==> src/rtl/mips_fetch_unit.sv <==
// Instruction fetch/prefetch stage: one outstanding imem read, a small PC-tagged FIFO,
// and a valid/ready hand-off to decode. A redirect flushes buffered and in-flight work.
module mips_fetch_unit #(
  parameter int unsigned DEPTH    = 4,
  parameter logic [31:0] RESET_PC = 32'h0000_0000
) (
  input  logic        clk,
  input  logic        rst,
  output logic        imem_req,
  output logic [31:0] imem_addr,
  input  logic        imem_ack,
  input  logic [31:0] imem_rdata,
  input  logic        redirect,
  input  logic [31:0] redirect_pc,
  output logic        inst_valid,
  output logic [31:0] inst,
  output logic [31:0] inst_pc,
  input  logic        inst_ready
);

  localparam int unsigned PtrW = (DEPTH > 1) ? $clog2(DEPTH) : 1;
  localparam int unsigned CntW = $clog2(DEPTH + 1);
  localparam logic [CntW-1:0] FullCnt = CntW'(DEPTH);

  typedef enum logic [1:0] {
    StIdle,
    StBusy,
    StFlush
  } state_e;

  state_e          r_state;
  state_e          w_state_next;
  logic [31:0]     r_fetch_pc;
  logic [31:0]     w_fetch_pc_next;
  logic [31:0]     w_redirect_pc;
  logic [31:0]     r_inst_mem [DEPTH];
  logic [31:0]     r_pc_mem   [DEPTH];
  logic [PtrW-1:0] r_wr_ptr;
  logic [PtrW-1:0] r_rd_ptr;
  logic [CntW-1:0] r_count;
  logic [CntW-1:0] w_count_inc;
  logic            w_push;
  logic            w_pop;
  logic            w_flush;

  assign w_redirect_pc = {redirect_pc[31:2], 2'b00};
  assign inst_valid    = (r_count != '0);
  assign inst          = r_inst_mem[r_rd_ptr];
  assign inst_pc       = r_pc_mem[r_rd_ptr];
  assign imem_addr     = r_fetch_pc;
  assign imem_req      = (r_state == StBusy) || (r_state == StFlush);
  // Redirect wins over the consumer: the head is discarded, not handed over.
  assign w_pop         = inst_valid & inst_ready & ~redirect;
  // Occupancy after a push this cycle, accounting for a simultaneous pop.
  assign w_count_inc   = w_pop ? r_count : r_count + CntW'(1);

  always_comb begin
    w_state_next    = r_state;
    w_fetch_pc_next = r_fetch_pc;
    w_push          = 1'b0;
    w_flush         = 1'b0;
    unique case (r_state)
      StIdle: begin
        if (redirect) begin
          w_fetch_pc_next = w_redirect_pc;
          w_flush         = 1'b1;
          w_state_next    = StBusy;
        end else if (r_count < FullCnt) begin
          w_state_next = StBusy;
        end
      end
      StBusy: begin
        if (redirect) begin
          w_fetch_pc_next = w_redirect_pc;
          w_flush         = 1'b1;
          // Without an ack the old response is still coming and must be dropped.
          if (!imem_ack) begin
            w_state_next = StFlush;
          end
        end else if (imem_ack) begin
          w_push          = 1'b1;
          w_fetch_pc_next = r_fetch_pc + 32'd4;
          if (w_count_inc == FullCnt) begin
            w_state_next = StIdle;
          end
        end
      end
      StFlush: begin
        if (redirect) begin
          w_fetch_pc_next = w_redirect_pc;
          w_flush         = 1'b1;
        end
        if (imem_ack) begin
          w_state_next = StBusy;
        end
      end
      default: begin
        w_state_next = StIdle;
      end
    endcase
  end

  always_ff @(posedge clk or posedge rst) begin
    if (rst) begin
      r_state    <= StIdle;
      r_fetch_pc <= RESET_PC;
    end else begin
      r_state    <= w_state_next;
      r_fetch_pc <= w_fetch_pc_next;
    end
  end

  always_ff @(posedge clk or posedge rst) begin
    if (rst) begin
      r_wr_ptr <= '0;
      r_rd_ptr <= '0;
      r_count  <= '0;
    end else if (w_flush) begin
      r_wr_ptr <= '0;
      r_rd_ptr <= '0;
      r_count  <= '0;
    end else begin
      if (w_push) begin
        r_wr_ptr <= r_wr_ptr + PtrW'(1);
      end
      if (w_pop) begin
        r_rd_ptr <= r_rd_ptr + PtrW'(1);
      end
      if (w_push) begin
        r_count <= w_count_inc;
      end else if (w_pop) begin
        r_count <= r_count - CntW'(1);
      end
    end
  end

  // Storage is reset so the head reads as zero out of reset.
  always_ff @(posedge clk or posedge rst) begin
    if (rst) begin
      for (int unsigned i = 0; i < DEPTH; i++) begin
        r_inst_mem[i] <= '0;
        r_pc_mem[i]   <= '0;
      end
    end else if (w_push) begin
      r_inst_mem[r_wr_ptr] <= imem_rdata;
      r_pc_mem[r_wr_ptr]   <= r_fetch_pc;
    end
  end

endmodule

==> config.mk <==
export PLATFORM = sky130hd
export DESIGN_NAME = mips_fetch_unit
export DESIGN_NICKNAME = d
export VERILOG_FILES = /design/src/rtl/mips_fetch_unit.sv
export SDC_FILE = /design/constraint.sdc
export NUM_CORES = 1
export LEC_CHECK = 0
export CAP_MARGIN = 40
export CORE_UTILIZATION = 55
export DETAILED_ROUTE_END_ITERATION = 16
export GPL_TIMING_DRIVEN = 0
export HOLD_SLACK_MARGIN = 0.03
export PLACE_DENSITY = 0.88
export SLEW_MARGIN = 5
export SYNTH_ARGS = -nofsm -noshare
export SYNTH_HDL_FRONTEND = slang
export SYNTH_SLANG_ARGS = --single-unit
==> constraint.sdc <==
create_clock -name clk -period 25.4 [get_ports clk]
set_input_delay 5.08 -clock clk [delete_from_list [all_inputs] [get_ports clk]]
set_output_delay 5.08 -clock clk [all_outputs]
set_load 0.01 [all_outputs]
**Yosys cells after proc, flatten, opt, wreduce, memory -nomap -nowiden**

Index checks and enable logic that the tools add are counted.
Widths: inputs -> output; s select.

- Bitwise gates (word level): 5
- Equality and inequality tests: 9
- Reductions and logical operators: 12
- Muxes and demuxes: 35
- Order comparisons: 4
- Add/sub/neg operators: 5

Operators with widths:

| cell | count |
|---|---|
| $bwmux 128 | 2 |
| $mux 32 | 8 |
| $bmux 32 s2 | 2 |
| $demux 32 s2 | 1 |
| $pmux 32 s2 | 1 |
| $add 32x3->32 const B | 1 |
| $mux 2 | 11 |
| $mux 3 | 4 |
| $ne 3x3->1 const B | 3 |
| $ge 3x3->1 const B | 2 |
| $not 2->3 | 2 |
| $pmux 2 s3 | 1 |
| $reduce_bool 2->1 | 3 |
| $reduce_bool 3->1 | 2 |
| $mux 1 | 5 |
| $reduce_and 5->1 | 1 |
| $add 2x1->2 const B | 2 |
| $add 3x1->3 const B | 1 |
| $eq 3x3->1 const B | 1 |
| $lt 3x1->1 const B | 1 |
| $lt 3x3->1 const B | 1 |
| $ne 3x2->1 const B | 1 |
| $reduce_and 3->1 | 1 |
| $reduce_or 3->1 | 1 |
| other kinds (11) | 12 |

- Output and inout port bits: 98
- Bits of input ports: 69
- Flip-flop bits (word level): 297
- Word-level logic and storage cells: 83

**Longest topological paths before layout**

- Depth after elaboration: 9
- Gate-level depth with buffers: 9
- Mapped depth without buffers: 7

**Worst setup path after synthesis**

OpenSTA, ideal clock, no wires.

- Path type: reg2out
- From: reg r_rd_ptr[0]
- To: out inst[10]
- Buffers on the path: 1
- Stages on the path, launching flop included: 3
- Data arrival time: 1.449 ns
- Data required time: 20.320 ns
- Slack: 18.871 ns
- Cell sequence: dfrtp_1 -> clkbuf_1 -> mux4_2

- Cells in the longest elaborated chain, start to end: 4

RTL lines:

| what | line | text |
|---|---|---|
| start, declared | 39 | `logic [PtrW-1:0] r_rd_ptr;` |
| start signal, assigned | 127 | `r_rd_ptr <= r_rd_ptr + PtrW'(1);` |
| $not 2->3 (not written as such) | 48 | `assign inst = r_inst_mem[r_rd_ptr];` |
| $bmux 32 s2 | 48 |  |
| $mux 32 (not written as such) (2 in series) | 48 |  |
| end, declared | 16 | `output logic [31:0] inst,` |

Every way passes these cells. The select of a mux whose other input is x is not followed.

**Final worst setup path**

- From: reg r_rd_ptr[1]
- To: out inst_pc[19]

- Cells in the longest elaborated chain, start to end: 4

RTL lines:

| what | line | text |
|---|---|---|
| $not 2->3 (not written as such) | 49 | `assign inst_pc = r_pc_mem[r_rd_ptr];` |
| $bmux 32 s2 | 49 |  |
| $mux 32 (not written as such) (2 in series) | 49 |  |
| end, declared | 17 | `output logic [31:0] inst_pc,` |

Every way passes these cells. The select of a mux whose other input is x is not followed.

==> flow_summary.yaml <==
worst_setup_path:
  crit_type: "reg -> out"
  start_kind: "flop"
  crit_fanout: 10
  rrSetupSlack_ns: 22.89
  crit_required_ns: 20.32
  crit_arrival_ns: 3.01
  endpoint_kind: "output pin"
layout:
  drive_gt1_share_pct: 37.9
  n_antenna_cell: 0
  fin_util_pct: 68.6
  area_growth_pct: 23.0
  final_nets: 1215
  design_area_um2: 16600
  stdcell_count: 1479
clock_network:
  cts_max_path_buffers: 3
  tritoncts: "built"
  ctsHoldBuffers: 0
  cts.sinks: 287
  clk_latency_ns: 0.55
  clkSlewWorstSetupHoldPaths_ns: 0.06
  post_cts_buffers: 0
  ctsResizeCount: 0
  cts-root-buf: "clkbuf_16"
  cts_buffers: 31
  htreeDepth: 1
sta:
  setup_viol: 0
  rsz0062_at_grt: "false"
  layout_min_cycle_time_ns: 8.09
  setup_tns_ns: 0
  finalClockSkew_ns: 0.0193
  max_freq_mhz: 124
  slew_headroom_pct: 48.1
  min_period_over_period_pct: 31.9
  worst_slack_ns: 17.31
  tightest_slew_ns: 0.778
  hold_viol: 0
  timing.hold.ws_ns: 0.481
  slew_violations: 0
grt:
  grt_remaining_overflow: 0
  grt-busiest-layer: "met2"
  grt_max_degree: 106
  grtUsageMet3_pct: 4.13
  use_met1_pct: 36.2
  grt_pass1_wl_um: 51700
  grt_use_total_pct: 25.8
  grt_pass1_vias: 9412
  met2_usage_pct: 42.9
  antenna_found_initial: 0
floorplanning:
  initial_core_util_pct: 55.8
  core.rowCount: 57
  die_y_um: 159
  die_w_um: 159
  core_area_um2: 24200
  die_area_um2: 25200
  ioPinCount: 167
power:
  power_density_nw_per_um2: 120
  p_leak_nw: 7.44
  peakVddDrop_v: 0.0000957
  finalPower_mw: 1.99
detailed_routing:
  antenna_left: 0
  firstDrtPassIters: 5
  drc: 0
  drt-total-wl_um: 31800
  drt_iter0_markers: 673
  via_per_inst: 6.05
  avgRoutedWirePerCell_um: 21.5
  num_vias: 8954
hold_path:
  hold_class: "reg -> reg"
synth:
  synth_edf_count: 0
  yosys.area_share.simple_pct: 5.58
  yosysSeqAreaShare_pct: 53.1
  avgSynthCellArea_um2: 14.5
  ys_warn_count: 0
  synth-seq-cells: 287
  synth.area.mux_share_pct: 30.8
  synth.cell_area_um2: 13500
  synth-main-ff-cell: "dfrtp_1"
  synth_fa_ha_area_share_pct: 1.18
  synth-xor-area-share_pct: 0.324
  syn_inst: 935
  synth_top_family_by_area: "multiplexers"
  synth-async-reset-ratio_pct: 100
  yosysUniqueCellTypes: 62
  synth_compound_area_share_pct: 5.14
placement:
  place_congestion: 0.920
  dpl_worst_slack_ns: 17.90
  io_buffers: 160
  placed_cell_area_um2: 15600
  dp_cells: 1425
  dp_hpwl_um: 21300
flow_run:
  max_cap_viol_count: 0
outcome:
  status: "completed"
-- cell usage in the layout, fill, tap and decap left out, types with 3 or more instances in the layout --
cell type	instances
o22a_1	3
nand2_2	4
nand3_1	10
buf_4	9
o22ai_1	9
xnor2_1	4
nand4_1	7
o21ai_0	20
nand2_1	34
and3_1	7
clkbuf_8	3
buf_2	32
a311oi_1	7
inv_1	9
buf_6	15
bufinv_16	4
mux4_2	62
clkdlybuf4s50_1	160
a2bb2oi_1	7
clkbuf_16	31
nor4_1	3
conb_1	4
nor2_1	23
o211ai_1	4
nor3_1	6
or3_1	5
and3_4	4
clkbuf_1	24
ha_1	12
clkinv_2	8
mux2_2	245
and4_1	7
a21oi_1	27
dfrtp_1	287
nand3b_1	3
and2_1	3
a31oi_1	6
-- critical path, cell delays in order (launching register included) --
cell and delay [ns]:
dfrtp_1 0.32, clkbuf_1 0.52, clkbuf_1 0.66, mux4_2 0.45, clkdlybuf4s50_1 0.50
-- worst paths after layout --
| check | cells past startpoint | endpoint | from |
|---|---|---|---|
| max | 4 | inst_pc[19] | r_rd_ptr[1] |
| min | 2 | r_pc_mem[42] | r_pc_mem[42] |
| max reg2reg | 8 | imem_addr[28] | r_state[0] |
| min reg2reg | 2 | r_pc_mem[42] | r_pc_mem[42] |
| max in group asynchronous | 3 | r_pc_mem[103] | rst |
| min in group asynchronous | 2 | r_inst_mem[25] | rst |
-- synth_stat cells, drive strengths merged (10+ instances only) --
master / number / share of area [%]
clkbuf: 20 / 0.59
mux4: 62 / 10
nor2: 25 / 0.73
inv: 10 / 0.28
nand2: 38 / 1.1
mux2: 245 / 20
a21oi: 28 / 1.1
o21ai: 20 / 0.74
dfrtp: 287 / 53
buf: 57 / 3.0
and3: 11 / 0.66
nand3: 11 / 0.50
ha: 12 / 1.1
-- per-layer routing --
metal / vias up / routed length [um]
li1: 3905 / -
met1: 4551 / 13300
met2: 422 / 15700
met3: 76 / 2140
met4: 0 / 680
met5: - / 0
-- cells by family (layout without fill, tap and decap cells) --
kind of cell             Yosys count  after routing
buffers and inverters             87            304
AO/OA/AOI/OAI                    103            103
other                              1              4
adder cells (fa/ha/maj)           13             13
multiplexers                     309            309
AND/OR/NAND/NOR                  130            130
XOR/XNOR                           5              5
flip-flops                       287            287
-- report_power, final --
part           internal, mW  switching [mW]
Sequential            0.599           0.104
Clock                 0.272           0.178
Combinational         0.469           0.369
-- cell type report --
class,instances,area (um2)
well taps,324,405
fillers,1635,7600
clock inverters,14,176
flip-flops and latches,287,7180
repair buffers,163,1670
multi-input cells,564,5850
clock buffers,40,840
inverters,10,45.0
plain buffers,77,480
-- sequential cells by signal, indices dropped and copies added, names as in the netlist --
name and flops:
r_count 3, r_pc_mem 120, imem_addr 30, r_inst_mem 128, r_state 2, r_rd_ptr 2
r_wr_ptr 2
Power figures use the tool's default switching activity.
